### src/rtl/reg_file_pkg.sv
// ---------------------------------------------------------------------------
// reg_file_pkg
// Shared types and constants for the parametrised register file.
//   clr_state_t   : bulk-clear engine state (IDLE / CLEARING)
//   REG_ZERO_ADDR : address of the hardwired-zero register
// ---------------------------------------------------------------------------
package reg_file_pkg;

    typedef enum logic {
        IDLE     = 1'b0,
        CLEARING = 1'b1
    } clr_state_t;

    localparam int REG_ZERO_ADDR = 0;

endpackage

### src/rtl/rf_clear_seq.sv
// ---------------------------------------------------------------------------
// rf_clear_seq
// Sequential bulk-clear engine. A CLR seen in IDLE starts a walk over
// addresses 1..DEPTH-1, zeroing one register per clock.
// Ports:
//   clk_i      in   clock, rising edge
//   rst_i      in   async active-high reset (aborts a clear in progress)
//   clr_i      in   bulk-clear request, sampled on clk_i
//   clr_we_o   out  zero the register at clr_addr_o on this edge
//   clr_addr_o out  register currently being cleared
//   busy_o     out  engine running; write ports and bypass are locked out
// ---------------------------------------------------------------------------
module rf_clear_seq
    import reg_file_pkg::*;
#(
    parameter int ADDR_W = 3
) (
    input  logic              clk_i,
    input  logic              rst_i,
    input  logic              clr_i,
    output logic              clr_we_o,
    output logic [ADDR_W-1:0] clr_addr_o,
    output logic              busy_o
);

    // Register 0 is never stored, so the walk starts at 1 and stops at the
    // all-ones address without wrapping.
    localparam logic [ADDR_W-1:0] CNT_FIRST = ADDR_W'(1);
    localparam logic [ADDR_W-1:0] CNT_LAST  = '1;

    clr_state_t        state_q, state_d;
    logic [ADDR_W-1:0] cnt_q, cnt_d;

    always_ff @(posedge clk_i or posedge rst_i) begin
        if (rst_i) begin
            state_q <= IDLE;
            cnt_q   <= CNT_FIRST;
        end else begin
            state_q <= state_d;
            cnt_q   <= cnt_d;
        end
    end

    always_comb begin
        state_d  = state_q;
        cnt_d    = cnt_q;
        clr_we_o = 1'b0;
        case (state_q)
            IDLE: begin
                if (clr_i) begin
                    state_d = CLEARING;
                    cnt_d   = CNT_FIRST;
                end
            end
            CLEARING: begin
                // CLR is ignored here: a running clear is never restarted.
                clr_we_o = 1'b1;
                if (cnt_q == CNT_LAST) begin
                    state_d = IDLE;
                    cnt_d   = CNT_FIRST;
                end else begin
                    cnt_d = cnt_q + CNT_FIRST;
                end
            end
            default: begin
                state_d = IDLE;
                cnt_d   = CNT_FIRST;
            end
        endcase
    end

    assign clr_addr_o = cnt_q;
    assign busy_o     = (state_q == CLEARING);

endmodule

### src/rtl/reg_file_param.sv
// ---------------------------------------------------------------------------
// reg_file_param
// Parametrised register file: two combinational read ports, two write ports
// (port 1 has priority on address collision), register 0 hardwired to zero,
// optional same-cycle write-to-read bypass and a sequential bulk clear.
// Ports:
//   Clk, Rst          clock (rising) / async active-high reset
//   WEN0, RW0, busW0  write port 0
//   WEN1, RW1, busW1  write port 1 (wins on same address)
//   RX, RY            read addresses
//   busX, busY        read data (combinational, zero while Rst high)
//   CLR               bulk-clear request
//   BUSY              high while the clear engine runs
// ---------------------------------------------------------------------------
module reg_file_param
    import reg_file_pkg::*;
#(
    parameter int DATA_W = 8,
    parameter int ADDR_W = 3,
    parameter int BYPASS = 1
) (
    input  logic              Clk,
    input  logic              Rst,
    input  logic              WEN0,
    input  logic [ADDR_W-1:0] RW0,
    input  logic [DATA_W-1:0] busW0,
    input  logic              WEN1,
    input  logic [ADDR_W-1:0] RW1,
    input  logic [DATA_W-1:0] busW1,
    input  logic [ADDR_W-1:0] RX,
    input  logic [ADDR_W-1:0] RY,
    output logic [DATA_W-1:0] busX,
    output logic [DATA_W-1:0] busY,
    input  logic              CLR,
    output logic              BUSY
);

    localparam int                DEPTH = 2 ** ADDR_W;
    localparam logic [ADDR_W-1:0] ZERO  = ADDR_W'(REG_ZERO_ADDR);

    // Only registers 1..DEPTH-1 exist; address 0 is decoded to a constant.
    logic [DATA_W-1:0] regs_q [1:DEPTH-1];
    logic [DATA_W-1:0] regs_d [1:DEPTH-1];

    logic              clr_we;
    logic [ADDR_W-1:0] clr_addr;
    logic              busy;

    rf_clear_seq #(.ADDR_W(ADDR_W)) u_clr (
        .clk_i      (Clk),
        .rst_i      (Rst),
        .clr_i      (CLR),
        .clr_we_o   (clr_we),
        .clr_addr_o (clr_addr),
        .busy_o     (busy)
    );

    assign BUSY = busy;

    // Write priority per register: clear engine, then port 1, then port 0.
    // While the engine runs, port writes are simply dropped.
    always_comb begin
        for (int k = 1; k < DEPTH; k++) begin
            regs_d[k] = regs_q[k];
            if (busy) begin
                if (clr_we && clr_addr == ADDR_W'(k)) regs_d[k] = '0;
            end else if (WEN1 && RW1 == ADDR_W'(k)) begin
                regs_d[k] = busW1;
            end else if (WEN0 && RW0 == ADDR_W'(k)) begin
                regs_d[k] = busW0;
            end
        end
    end

    always_ff @(posedge Clk or posedge Rst) begin
        if (Rst) begin
            for (int k = 1; k < DEPTH; k++) regs_q[k] <= '0;
        end else begin
            for (int k = 1; k < DEPTH; k++) regs_q[k] <= regs_d[k];
        end
    end

    // Read mux with optional forwarding of this cycle's write data.
    function automatic logic [DATA_W-1:0] rd_mux(input logic [ADDR_W-1:0] a);
        logic [DATA_W-1:0] r;
        r = '0;
        for (int k = 1; k < DEPTH; k++) begin
            if (a == ADDR_W'(k)) r = regs_q[k];
        end
        if (BYPASS != 0 && !busy && a != ZERO) begin
            if (WEN1 && RW1 == a)      r = busW1;
            else if (WEN0 && RW0 == a) r = busW0;
        end
        return r;
    endfunction

    always_comb begin
        busX = rd_mux(RX);
        busY = rd_mux(RY);
        if (Rst) begin
            busX = '0;
            busY = '0;
        end
    end

endmodule

### config.mk
export PLATFORM = sky130hd
export DESIGN_NAME = reg_file_param
export DESIGN_NICKNAME = d
export VERILOG_FILES = /design/src/rtl/reg_file_pkg.sv /design/src/rtl/rf_clear_seq.sv /design/src/rtl/reg_file_param.sv
export SDC_FILE = /design/constraint.sdc
export NUM_CORES = 1
export LEC_CHECK = 0
export ABC_AREA = 0
export CAP_MARGIN = 20
export CORE_ASPECT_RATIO = 1.2
export CORE_UTILIZATION = 38
export DETAILED_ROUTE_END_ITERATION = 12
export GPL_TIMING_DRIVEN = 0
export PLACE_DENSITY = 0.55
export SETUP_SLACK_MARGIN = 0.1
export SYNTH_ARGS = -nofsm -noshare
export SYNTH_HDL_FRONTEND = slang
export SYNTH_SLANG_ARGS = --single-unit
### constraint.sdc
create_clock -name Clk -period 9.4 [get_ports Clk]
set_input_delay 1.88 -clock Clk [delete_from_list [all_inputs] [get_ports Clk]]
set_output_delay 1.88 -clock Clk [all_outputs]
set_load 0.02 [all_outputs]
Word-level counts from Yosys, hierarchy flattened
Index checks and enable logic that the tools add are counted.
{"block": "totals", "elab_cells": 159, "ff_bits": 60, "output_inout_bits": 17, "in_bits": 33}
{"block": "classes", "bitwise_logic": 1, "mux": 57, "n_eq_ne": 47, "reduce_logical": 44, "add_sub_neg": 1}
{"op": "$mux W8", "count": 50}
{"op": "$eq A3 B3 Y1 const B", "count": 20}
{"op": "$eq A3 B2 Y1 const B", "count": 10}
{"op": "$logic_and A1 B1 Y1", "count": 27}
{"op": "$reduce_bool A3 Y1", "count": 9}
{"op": "$ne A2 B2 Y1 const B", "count": 8}
{"op": "$eq A3 B1 Y1 const B", "count": 5}
{"op": "$reduce_and A2 Y1", "count": 7}
{"op": "$eq A3 B3 Y1", "count": 4}
{"op": "$mux W3", "count": 2}
{"op": "$pmux W3 S2", "count": 1}
{"op": "$add A3 B1 Y3 const B", "count": 1}
{"op": "$mux W1", "count": 3}
{"op": "$pmux W1 S2", "count": 1}
{"op": "$logic_not A1 Y1", "count": 1}
{"op": "$not A1 Y1", "count": 1}

Longest topological paths before layout
Gate-level depths: netlist of the first run.
{"block": "logic_depth", "ltp_word": 12, "ltp_mapped": 8, "mapped_depth_nobuf": 6}

Cells and area by module
Synthesis of the first run repeated with hierarchy kept, for this count alone.
{"block": "hier_totals", "cells_unflattened": 602, "area_unflattened_um2": 4914.7}
{"module": "reg_file_param", "cells_per_inst": 582, "n_inst": 1, "area_per_inst_um2": 4705.8, "seq_area_each_um2": 1401.3}
{"module": "rf_clear_seq", "cells_per_inst": 20, "n_inst": 1, "area_per_inst_um2": 209.0, "seq_area_each_um2": 101.3}

Least setup slack after synthesis of the first run
Ideal clock, no wire load.
{"block": "synth_timing", "kind": "input-to-output", "start": "input Rst", "end": "output busY[0]", "required_ns": 7.520, "n_path_buf": 0, "path_stages": 3, "slack_ns": 3.294, "arrival_ns": 4.226, "path_cell_list": "clkinv_1 nand2_1 o32ai_1"}
{"block": "synth_between", "elab_chain_cells": 1}
{"item": "start, declared", "line": "reg_file_param.sv:23", "text": "input logic Rst,"}
{"item": "$mux W8", "line": "reg_file_param.sv:100", "text": "if (Rst) begin"}
{"item": "end, declared", "line": "reg_file_param.sv:33", "text": "output logic [DATA_W-1:0] busY,"}
Every way passes these cells.

Worst setup path after layout of the first run
{"block": "layout_timing", "start": "input RY[0]", "end": "output busY[5]"}
{"block": "layout_between", "elab_chain_cells": 12, "elab_cells_between_ends": 24, "classes_between": "eq/ne: 9; mux: 11; reduce/logical: 4"}
{"item": "start, declared", "line": "reg_file_param.sv:31", "text": "input logic [ADDR_W-1:0] RY,"}
{"item": "$eq A3 B1 Y1", "line": "reg_file_param.sv:88", "text": "if (a == ADDR_W'(k)) r = regs_q[k];"}
{"item": "$mux W8 (7 in a row)", "line": "reg_file_param.sv:88"}
{"item": "$mux W8", "line": "reg_file_param.sv:92", "text": "else if (WEN0 && RW0 == a) r = busW0;"}
{"item": "$mux W8", "line": "reg_file_param.sv:91", "text": "if (WEN1 && RW1 == a) r = busW1;"}
{"item": "$mux W8 (*)", "line": "reg_file_param.sv:90", "text": "if (BYPASS != 0 && !busy && a != ZERO) begin"}
{"item": "$mux W8 (*)", "line": "reg_file_param.sv:100"}
Every way passes the cells marked *; elsewhere a longest branch is shown, timed or not.

==> results_dict.tcl, run 1 <==
set metrics [dict create \
    dp_cells 708 \
    ir_drop_v 0.0000975 \
    reg2reg_from "u_clr.busy_o$_DFF_PP0_" \
    cts_num_sinks 60 \
    synth-seq-area-share 0.311 \
    drc 0 \
    die_h_um 125 \
    viasPerCell 6.29 \
    initial_core_util 0.395 \
    drtIter0Drc 429 \
    cp.arrival_ps 4540 \
    routedWlPerCell_um 26.4 \
    grt_overflow_total 0 \
    cp_cell_sequence "clkdlybuf4s50_1 > buf_2 > buf_1 > o22ai_1 > a211o_1 > o22ai_1 > clkdlybuf4s50_1" \
    num_vias 4548 \
    crit_type "primary input to output pin" \
    cellLeakagePower_uw 0.00237 \
    clkLatencyLatePin_ps 330 \
    fin_skew_ps 4.76 \
    hp-class "flip-flop to flip-flop" \
    hold_buffers 0 \
    min_from "regs_q[52]$_DFFE_PP0P_" \
    cellPowerDensity_nw_per_um2 238 \
    die_width_um 105 \
    synth_edf_count 0 \
    power_uw 1340 \
    async_reset_ff_frac 1.00 \
    grt_max_degree 42 \
    area_growth_syn_to_layout_pct 16.3 \
    fin_crit_sh 0.683 \
    clkTransAtPathRegs_ps 50 \
    cts_root_buf "clkbuf_16" \
    final_cell_count_no_fill 723 \
    postSynthCellCount 519 \
    portBuffers 27 \
    grt_pass1_wl_um 28600 \
    hold_viol 0 \
    fin_hold_ws_ps 490 \
    synth_fp_nets 558 \
    hold_path_end "regs_q[52]$_DFFE_PP0P_" \
    gp_congestion 0.931 \
    reg2regPathDepth 5 \
    drv_cap 0 \
    cpPeakStageDelay_ps 650 \
    nNetsFinal 597 \
    slew_violations 0 \
    cts_made_buffers 9 \
    synth_area_um2 4830 \
    final_core_util 0.459 \
    worstHoldPathCells 1 \
    firstDrtPassIters 5 \
    drive_gt1_frac 0.144 \
    grt_pass1_vias 4499 \
    crit_path_end_kind "output pin" \
    cp_max_fo 10 \
    std_cell_rows 44 \
    grt_use_total 0.298 \
    slowest_stage "clkdlybuf4s50_1" \
    status "finished clean" \
    max_slew.worst_pin.slew_ps 858 \
    rsz0062_at_grt "no" \
    dp_hpwl_um 13800 \
    min_period_ps 6420 \
    antenna_found_initial 0 \
    tritoncts "done" \
    yosys.cell_types.count 50 \
    r2r-end "regs_q[36]$_DFFE_PP0P_" \
    avgSynthCellArea_um2 9.30 \
    max_clock_freq_mhz 156 \
    final_cell_mix "mux2i_1, dfrtp_1, o2bb2ai_1" \
    io_pins 50 \
    setup_viol 0 \
    clk_path_buf_depth 2 \
    r2r_setup_slack_ps 7320 \
    design.core.area_um2 12200 \
    tns_ps 0 \
    synth_warnings 0 \
    antenna-diode-count 0 \
    die_area_um2 13200 \
    cts_resized 0 \
    start_kind "primary input" \
    synth_flop_cell "dfrtp_1" \
    antenna_left 0 \
    postCtsSetupBuffers 0 \
    required_ps 7520 \
    drt-total-wl_um 19100 \
    slew_headroom 0.428 \
    path_buf_inv 4 \
    ys_ff_latch 60 \
    crit_family "buffers and inverters" \
    ctsHtreeMaxLevel 3 \
]
-- cells by family (layout without fill, tap and decap cells) --
| logic type | count (synthesis) | count (layout) | synth area share |
|---|---|---|---|
| buffers and inverters | 73 | 116 | 0.0824 |
| AO/OA/AOI/OAI | 188 | 188 | 0.290 |
| adder cells (fa/ha/maj) | 6 | 6 | 0.0156 |
| multiplexers | 75 | 75 | 0.167 |
| flip-flops | 60 | 60 | 0.311 |
| AND/OR/NAND/NOR | 105 | 105 | 0.112 |
| XOR/XNOR | 12 | 12 | 0.0218 |
-- per-stage QoR --
stage	setup slack (ps)	instance area (um2)
3_3_place_gp	910	5300
4_1_cts	3000	5610
6_report	2980	5610
3_5_place_dp	3010	5320
2_1_floorplan	3290	4830
5_1_grt	2820	5610
-- where the power goes --
group / internal [uW] / leakage [uW] / switching (uW) / total [uW]
Clock: 209 / 0.000144 / 124 / 334
Sequential: 365 / 0.000798 / 119 / 484
Combinational: 232 / 0.00143 / 288 / 520
-- registers in the layout, indices dropped and copies added, names as in the netlist --
signal            flops
u_clr.clr_addr_o      3
u_clr.busy_o          1
regs_q               56
-- area by class of cell --
type	instances	area (um2)
repair buffers	28	290
flip-flops and latches	60	1500
clock inverters	5	52.6
clock buffers	10	239
inverters	12	46.3
multi-input cells	386	2930
plain buffers	61	353
fillers	1207	6610
well taps	161	201
-- layer usage --
layer	GRT usage	wire length, um	part of all wire
met3	0.0574	1370	0.071
met5	0	0	0
met1	0.390	8230	0.43
met2	0.472	8770	0.46
met4	0.145	753	0.039
-- Yosys cell counts, drive strengths merged (3+ instances only) --
master | instances | area (um2)
nor2 | 19 | 71.3
mux2 | 13 | 146
and2b | 3 | 22.5
nand4b | 3 | 26.3
inv | 11 | 41.3
mux4 | 3 | 67.6
nand3 | 6 | 30.0
a211o | 8 | 70.1
a221oi | 18 | 189
a22o | 5 | 43.8
or2 | 3 | 18.8
nand2 | 39 | 146
o22ai | 21 | 131
o2bb2ai | 40 | 350
buf | 47 | 300
a21o | 5 | 37.5
mux2i | 59 | 591
dfrtp | 59 | 1480
a22oi | 9 | 67.6
and4 | 4 | 35.0
ha | 6 | 75.1
o221a | 5 | 56.3
xnor2 | 12 | 105
and2 | 3 | 18.8
clkbuf | 14 | 52.6
a211oi | 3 | 22.5
o21ai | 48 | 240
nor2b | 4 | 25.0
a21oi | 16 | 80.1
nand2b | 7 | 43.8
nor3 | 10 | 61.3
-- worst max-delay path by stage --
stage / start / to / slack, ps / cells past startpoint
floorplan: Rst / busY[0] / 3290 / 3
global placement: Rst / busY[0] / 910 / 5
detailed placement: RY[0] / busY[1] / 3010 / 7
CTS: RY[0] / busY[1] / 3000 / 7
global route: RY[0] / busY[6] / 2820 / 7
finish: RY[0] / busY[5] / 2980 / 7
Power figures use the tool's default switching activity.
==> run 2, diff against run 1 <==
--- a/config.mk
+++ b/config.mk
@@ -11,7 +11,7 @@
 export CORE_UTILIZATION = 38
 export DETAILED_ROUTE_END_ITERATION = 12
 export GPL_TIMING_DRIVEN = 0
-export PLACE_DENSITY = 0.55
+export PLACE_DENSITY = 0.57
 export SETUP_SLACK_MARGIN = 0.1
 export SYNTH_ARGS = -nofsm -noshare
 export SYNTH_HDL_FRONTEND = slang
==> constraint.sdc (replaced) <==
create_clock -name Clk -period 5.8 [get_ports Clk]
set_input_delay 1.16 -clock Clk [delete_from_list [all_inputs] [get_ports Clk]]
set_output_delay 1.16 -clock Clk [all_outputs]
set_load 0.02 [all_outputs]
==> results_dict.tcl, run 2 (synthesis results as in run 1) <==
set metrics [dict create \
    ir_drop_v 0.000145 \
    max_slew.worst_pin.slew_ps 915 \
    drtIter0Drc 387 \
    final_cell_count_no_fill 724 \
    min_period_ps 5060 \
    power_uw 2210 \
    cts_made_buffers 9 \
    routedWlPerCell_um 25.2 \
    postCtsSetupBuffers 0 \
    drt-total-wl_um 18300 \
    hold_viol 0 \
    clk_path_buf_depth 2 \
    io_pins 50 \
    setup_viol 0 \
    ctsHtreeMaxLevel 3 \
    clkTransAtPathRegs_ps 50 \
    cts_num_sinks 60 \
    clkLatencyLatePin_ps 340 \
    drive_gt1_frac 0.144 \
    worst_slack_ps 739 \
    crit_path_end_kind "output pin" \
    p_sw_uw 861 \
    final_cell_mix "mux2i_1, dfrtp_1, o2bb2ai_1" \
    cp.arrival_ps 3900 \
    hp-class "flip-flop to flip-flop" \
    clkPwrFrac 0.265 \
    p_seq_frac 0.361 \
    firstDrtPassIters 6 \
    antenna_found_initial 0 \
    slew_violations 0 \
    p_sw_frac 0.389 \
    crit_type "primary input to output pin" \
    top_register "regs_q" \
    fillers 1180 \
    num_vias 4573 \
    cellLeakagePower_uw 0.00238 \
    viasPerCell 6.32 \
    antenna_left 0 \
    status "finished clean" \
    p_comb_frac 0.374 \
    grt_pass1_vias 4607 \
    cts_root_buf "clkbuf_16" \
    drv_cap 0 \
    grt_use_total 0.289 \
    cts_resized 0 \
    slew_headroom 0.390 \
    cp_max_fo 35 \
    std_cell_rows 44 \
    fin_skew_ps 4.54 \
    max_clock_freq_mhz 198 \
    p_int_uw 1350 \
    grt_max_degree 36 \
    largest_reg_flops 56 \
    required_ps 4640 \
    die_area_um2 13200 \
    antenna-diode-count 0 \
    drc 0 \
    area_growth_syn_to_layout_pct 16.8 \
    nNetsFinal 597 \
    rsz0062_at_grt "no" \
    dp_hpwl_um 13400 \
    tns_ps 0 \
    design.core.area_um2 12200 \
    grt_pass1_wl_um 28200 \
    cellPowerDensity_nw_per_um2 393 \
    start_kind "primary input" \
    portBuffers 27 \
    hold_buffers 0 \
    gp_congestion 1.00 \
    initial_core_util 0.395 \
    tritoncts "done" \
    dp_worst_setup_slack_ps 749 \
    die_h_um 125 \
    dp_cells 708 \
    grt_overflow_total 0 \
    die_width_um 105 \
    fin_crit_sh 0.873 \
]
==> run 2: metrics by stage <==
step / hold slack, ps / utilization / cell area (um2)
floorplan: 456 / - / 4830
global placement: 475 / 0.433 / 5300
detailed placement: 475 / 0.435 / 5320
CTS: 490 / 0.461 / 5640
global route: 521 / 0.461 / 5640
finish: 491 / 0.461 / 5640
==> run 2: final timing paths <==
kind                       cells past startpoint                              end                   start  slack [ps]
hold / removal                                 1           regs_q[53]$_DFFE_PP0P_  regs_q[53]$_DFFE_PP0P_         490
hold reg to reg                                1           regs_q[53]$_DFFE_PP0P_  regs_q[53]$_DFFE_PP0P_         490
max in group asynchronous                      3  u_clr.clr_addr_o[0]$_DFFE_PP1P_                     Rst        3640
setup / recovery                               6                          busY[0]                     Rst         740
setup reg to reg                               6           regs_q[26]$_DFFE_PP0P_  u_clr.busy_o$_DFF_PP0_        3720
min in group asynchronous                      2           regs_q[28]$_DFFE_PP0P_                     Rst        1500
==> run 2: worst max-delay path: stages <==
cell             delay, ps
clkdlybuf4s50_1        710
clkinv_2               610
buf_12                 410
nand2_1                240
o32ai_1                170
clkdlybuf4s50_1        570
==> run 2: routing by layer <==
metal	up-vias	global-route usage	part of all wire
met4	0	0.161	0.051
met5	-	0	0
li1	2041	-	-
met1	2230	0.359	0.41
met2	245	0.460	0.46
met3	57	0.0693	0.082
==> run 2: final cells by class <==
class	count	area (um2)	share of cell area
multi-input combinational	386	2930	0.519
sequential	60	1500	0.267
buffer	61	353	0.0626
timing repair buffer	28	290	0.0515
clock buffer	11	243	0.0431
tap	161	201	0.0357
clock inverter	5	75.1	0.0133
inverter	12	46.3	0.00821
==> run 2: power by group through the flow <==
stage | clock (uW) | sequential (uW) | combinational (uW)
6_report | 586 | 799 | 828
5_1_grt | 603 | 812 | 903
4_1_cts | 587 | 791 | 818
3_5_place_dp | 0 | 794 | 814
3_3_place_gp | 0 | 794 | 798
2_1_floorplan | 0 | 696 | 591
